`config.mk`:
```
export PLATFORM = sky130hd
export DESIGN_NAME = register_file
export DESIGN_NICKNAME = d
export VERILOG_FILES = /design/src/rtl/register_file.sv
export SDC_FILE = /design/constraint.sdc
export NUM_CORES = 1
export LEC_CHECK = 0
export ABC_AREA = 1
export CAP_MARGIN = 20
export CELL_PAD_IN_SITES_DETAIL_PLACEMENT = 0
export CELL_PAD_IN_SITES_GLOBAL_PLACEMENT = 2
export CORE_ASPECT_RATIO = 0.5
export CORE_MARGIN = 2
export CORE_UTILIZATION = 35
export CTS_BUF_LIST = sky130_fd_sc_hd__clkbuf_4 sky130_fd_sc_hd__clkbuf_8 sky130_fd_sc_hd__clkbuf_16
export CTS_CLUSTER_DIAMETER = 30
export DETAILED_ROUTE_END_ITERATION = 10
export GPL_TIMING_DRIVEN = 0
export PLACE_DENSITY_LB_ADDON = 0.1
export SLEW_MARGIN = 0
export SYNTH_ARGS = -nofsm -noshare
export SYNTH_HDL_FRONTEND = slang
export SYNTH_SLANG_ARGS = --single-unit
```
`constraint.sdc`:
```
create_clock -name clk -period 11.5 [get_ports clk]
set_input_delay 2.3 -clock clk [delete_from_list [all_inputs] [get_ports clk]]
set_output_delay 2.3 -clock clk [all_outputs]
set_load 0.005 [all_outputs]
```
`src/rtl/register_file.sv`:
```
`default_nettype none
// ============================================================================
// Module      : register_file
// Description : General-purpose register file for the simplified MIPS
//               datapath. It has two combinational read ports (rs and rt)
//               and one synchronous write port. The write address comes
//               from the RegDst mux. Register 0 always reads as zero.
// Optional    : Define MIPS_RF_BYPASS_EN to enable write-through
//               forwarding. When it is defined, a read port whose address
//               matches an active write shows wdata in the same cycle.
// Ports       : clk    - rising-edge clock
//               rst    - asynchronous active-high reset; clears every register
//               we     - write enable, sampled on the rising edge of clk
//               waddr  - write address (RegDst mux output)
//               wdata  - write data
//               raddr1 - read port 1 address (rs)
//               raddr2 - read port 2 address (rt)
//               rdata1 - read port 1 data
//               rdata2 - read port 2 data
// Revision    : 1.0 - initial release
// ============================================================================
module register_file #(
  parameter int DATA_W = 16,
  parameter int ADDR_W = 3
) (
  input  logic              clk,
  input  logic              rst,
  input  logic              we,
  input  logic [ADDR_W-1:0] waddr,
  input  logic [DATA_W-1:0] wdata,
  input  logic [ADDR_W-1:0] raddr1,
  input  logic [ADDR_W-1:0] raddr2,
  output logic [DATA_W-1:0] rdata1,
  output logic [DATA_W-1:0] rdata2
);

  localparam int DEPTH = 1 << ADDR_W;

  logic [DATA_W-1:0] regs [DEPTH];

  // A write to address 0 is dropped here. Because of that, regs[0] keeps
  // the zero it gets at reset and never needs any separate storage logic.
  logic write_ok;
  assign write_ok = we && (waddr != '0);

  always_ff @(posedge clk or posedge rst) begin
    if (rst) begin
      for (int i = 0; i < DEPTH; i++) begin
        regs[i] <= '0;
      end
    end else if (write_ok) begin
      regs[waddr] <= wdata;
    end
  end

  // Forwarding hit flags for each port. When bypass is not built in, both
  // flags are tied low and each read port shows only the stored value.
  logic bypass1;
  logic bypass2;

`ifdef MIPS_RF_BYPASS_EN
  assign bypass1 = write_ok && (raddr1 == waddr);
  assign bypass2 = write_ok && (raddr2 == waddr);
`else
  assign bypass1 = 1'b0;
  assign bypass2 = 1'b0;
`endif

  // The outputs are forced to zero while rst is high. The registers are
  // already clear by then, but forcing them also hides the forwarding path,
  // so a read during reset is always zero. Address 0 is forced to zero here
  // as well, which keeps it zero even when a bypass would otherwise apply.
  assign rdata1 = (rst || (raddr1 == '0)) ? '0 :
                  bypass1                 ? wdata :
                                            regs[raddr1];

  assign rdata2 = (rst || (raddr2 == '0)) ? '0 :
                  bypass2                 ? wdata :
                                            regs[raddr2];

endmodule
`default_nettype wire

```
* Yosys cells after proc, flatten, opt, wreduce, memory -nomap -nowiden
Index checks and enable logic that the tools add are counted.
** Cells by class
- Add/subtract/negate cells :: 0
- $mul :: 0
- Divide/modulo/power cells :: 0
- Magnitude comparators :: 4
- Eq/ne operators :: 0
- Shifts and indexed selects :: 0
- Muxes and demuxes :: 11
- Bitwise operators :: 3
- Reduce and logical (&&, ||, !) cells :: 7
** Operator list (number)
- bitwise mux 128 bit :: 1
- 2-to-1 mux 16 bit :: 7
- binary-select mux 16 bit (select 3 bit) :: 2
- demux 16 bit (select 3 bit) :: 1
- >= comparator 4 bit (second input constant) :: 3
- inverter 3 -> 4 bit :: 3
- logical NOT 3 bit :: 2
- < comparator 4 x 1 -> 1 bit (second input constant) :: 1
- nonzero test 3 bit :: 1
- logical AND 1 bit :: 2
- logical OR 1 bit :: 2
** Word-level totals
- Flip-flop bits (word level) :: 128
- Bits in latches :: 0
- Memory bits (writable) :: 0
- Memory bits (read-only) :: 0
- Input port bits :: 28
- Output and inout bits :: 32
- Word-level logic and storage cells :: 33
- Memories :: 0

* Logic depth before layout (Yosys ltp)
- Word-level depth :: 6
- Mapped depth :: 7
- Gate-level depth less buffers :: 6

* Worst setup path after synthesis
Ideal clock, no wire load.
- Path type :: input -> output
- From :: in raddr1[2]
- To :: out rdata1[11]
- Arrival :: 2994 ps
- Data required time :: 9200 ps
- Path slack :: 6206 ps
- Cell stages on the path :: 6
- Buffers on the path :: 2
- Cell sequence :: buf_2 > nor2_1 > a21oi_4 > buf_4 > nand2_1 > nor2_1
** Between the ends
- Word-level cells in the longest chain between the ends :: 5
- Elaborated cells on any way between the ends :: 7
- Those cells by class :: mux: 4; bitwise: 1; reduce/logical: 2
** RTL lines
- start: declaration :: line 31 : input logic [ADDR_W-1:0] raddr1,
- inverter 3 -> 4 bit (not written as such) :: line 75 : regs[raddr1];
- binary-select mux 16 bit (select 3 bit) :: line 75
- 2-to-1 mux 16 bit (not written as such) (2 in series) :: line 75
- 2-to-1 mux 16 bit (*) :: line 73 : assign rdata1 = (rst || (raddr1 == '0)) ? '0 :
- end: declaration :: line 33 : output logic [DATA_W-1:0] rdata1,
Every way passes the cells marked *; elsewhere a longest branch is shown, timed or not. The select of a mux whose other input is x is not followed.

* Final worst setup path
- From :: in raddr1[0]
- To :: out rdata1[5]
Same word-level chain as after synthesis.

==> out/metrics.cfg <==
[outcome]
outcome=finished, final reports clean

[finish]
post_route_cells_drive_above_1_share_pct=9.77
fill_cells=2279
final_core_util_pct=42.9
layout_common_cells=nand2_1 (433), nand3_1 (160), inv_1 (145), dfrtp_1 (128), o21ai_0 (75)
mostFrequentLayoutCell=nand2_1
areaGrowthSynthToFinish_pct=21.1
regArea_um2=3200
largestRegisters=regs (128)
largest_reg_flops=128
multi_input_area_um2=3360
layout.nets=1254
regMostFlops=regs

[detailed_routing]
totalWireLength_um=29300
ant_nets=0
drtIter0Drc=675
first_pass_iters=6
viasPerCell=4.94
wl_per_cell_um=19.0
drc=0
vias=7606

[placed_design]
portBuffers=55
gp_congestion=0.888
dp_hpwl_um=22200

[floorplanning]
die_y_um=108
placementRows=38
core_um2=21500
die_area_um2=23100
start_util_pct=35.5
die_w_um=213
ios=60

[power_and_ir_drop]
peakVddDrop_uv=74.4
power.total_uw=1520
power.density_nw_per_um2=164
power.leakage_uw=0.00487

[global_route]
track_usage_pct=27.1
first_global_vias=7250
grt_pass1_wl_um=44700
grt_max_degree=71
overflow=0
antenna_found_initial=1

[clock_network]
cts_resized=0
htree_levels=4
cts_tree=done
clock_sinks=128
cts_buffer_depth=2
clk_latency_ns=0.44
cts-hold-fix-buffers=0
post-cts-setup-buffer-count=0
clkSlewWorstSetupHoldPaths_ns=0.05
cts_buffers=17
clock-root-buffer=clkbuf_16

[timing]
max_freq_mhz=151
timing.hold.ws_ns=0.455
rsz0062_at_grt=false
setup_viol=0
slew_headroom_pct=62.0
min_period_over_period_pct=57.5
hold_viol_final=0
worst_pin_slew_ns=0.571
drv_slew=0
setup_tns_ns=0
period_needed_ns=6.61
finalClockSkew_ns=0

[critical_path]
critPathBufInv=4
cpMaxStageDelayCell=clkdlybuf4s50_1
worstPathArrival_ns=4.31
worstPathMaxFanout=10
cpLargestDelayFamily=buffers and inverters
crit_required_ns=9.20
worst-r2r-setup-slack_ns=10.76
crit_path_end_kind=primary output
cp-start-kind=primary input
crit_chain=clkdlybuf4s50_1 -> inv_2 -> buf_2 -> nand2_1 -> nand3_1 -> nand3_1 -> nand2_1 -> nor2_1 -> clkdlybuf4s50_1
max_stage_delay_ns=0.54
path_class=primary input to primary output

[yosys]
syn_inst=1151
yosysWarnings=0
synth.area.top_cells=dfrtp_1 (42%), nand2_1 (21%), nand3_1 (10%), inv_1 (7.2%), o21ai_0 (4.9%)
syn-num-nets=1179
syn_avg_cell_area_um2=6.64
synth_largest_area_cell=dfrtp_1
synth_cell_types=20
synth_top_area_share_pct=41.9
ys_seq_area_share_pct=41.9
ys_ff_latch=128
synth_area_um2=7640

[hold_path]
hold_class=register to register

[flow_run]
maxCapViolCount=0

## worst reg2reg max path: cells and delay by family, from the launching register on
kind | cells | cell delay (ns)
flip-flops | 1 | 0.35
AO/OA/AOI/OAI | 1 | 0.11
buffers and inverters | 1 | 0.15
## metrics by stage
stage | setup WS (ns) | std cells | area, um2
4_1_cts | 4.91 | 1538 | 9250
2_1_floorplan | 5.79 | 1151 | 7640
3_3_place_gp | 3.47 | 1506 | 8570
6_report | 4.89 | 1540 | 9250
5_1_grt | 4.74 | 1538 | 9250
3_5_place_dp | 4.91 | 1507 | 8600
## final timing paths
kind                           start        end  cells past startpoint
max                        raddr1[0]  rdata1[5]                      9
min                        regs[112]  regs[112]                      1
max reg2reg                  regs[4]    regs[4]                      2
min reg2reg                regs[112]  regs[112]                      1
max in group asynchronous        rst  regs[120]                      3
min in group asynchronous        rst   regs[48]                      2
## cells in the mapped netlist (all sizes together)
cell type	number
nand2	437
clkbuf	18
dfrtp	128
nand3	162
buf	69
nor3	1
a21oi	2
nor2	69
o21ai	112
inv	153
## cell type report
| type | instances | share of cell area, % |
|---|---|---|
| Inverter | 153 | 6.32 |
| Sequential cell | 128 | 34.6 |
| Multi-Input combinational cell | 783 | 36.3 |
| Clock buffer | 20 | 4.98 |
| Timing Repair Buffer | 56 | 6.25 |
| Buffer | 87 | 5.36 |
| Tap cell | 300 | 4.06 |
| Antenna cell | 2 | 0.0541 |
| Clock inverter | 11 | 2.02 |
## layer usage
metal | routed length [um] | GRT usage (%) | vias to the layer above
met5 | 13 | 0 | -
met4 | 374 | 8.14 | 2
met3 | 2470 | 6.59 | 29
met2 | 11300 | 35.9 | 263
met1 | 15100 | 42.1 | 3629
li1 | - | - | 3683
## report_power, final
group          switching, uW  total, uW  internal, uW  leakage, uW
combinational            229        351           122      0.00292
sequential              37.1        563           525      0.00163
clock                    210        606           395     0.000319
total                    476       1520          1040      0.00487
## kinds of logic after synthesis
kind of cell / Yosys count / share of synthesized area (%)
AND/OR/NAND/NOR: 669 / 36.0
buffers and inverters: 240 / 14.1
flip-flops: 128 / 41.9
AO/OA/AOI/OAI: 114 / 7.96
Power figures use the tool's default switching activity.
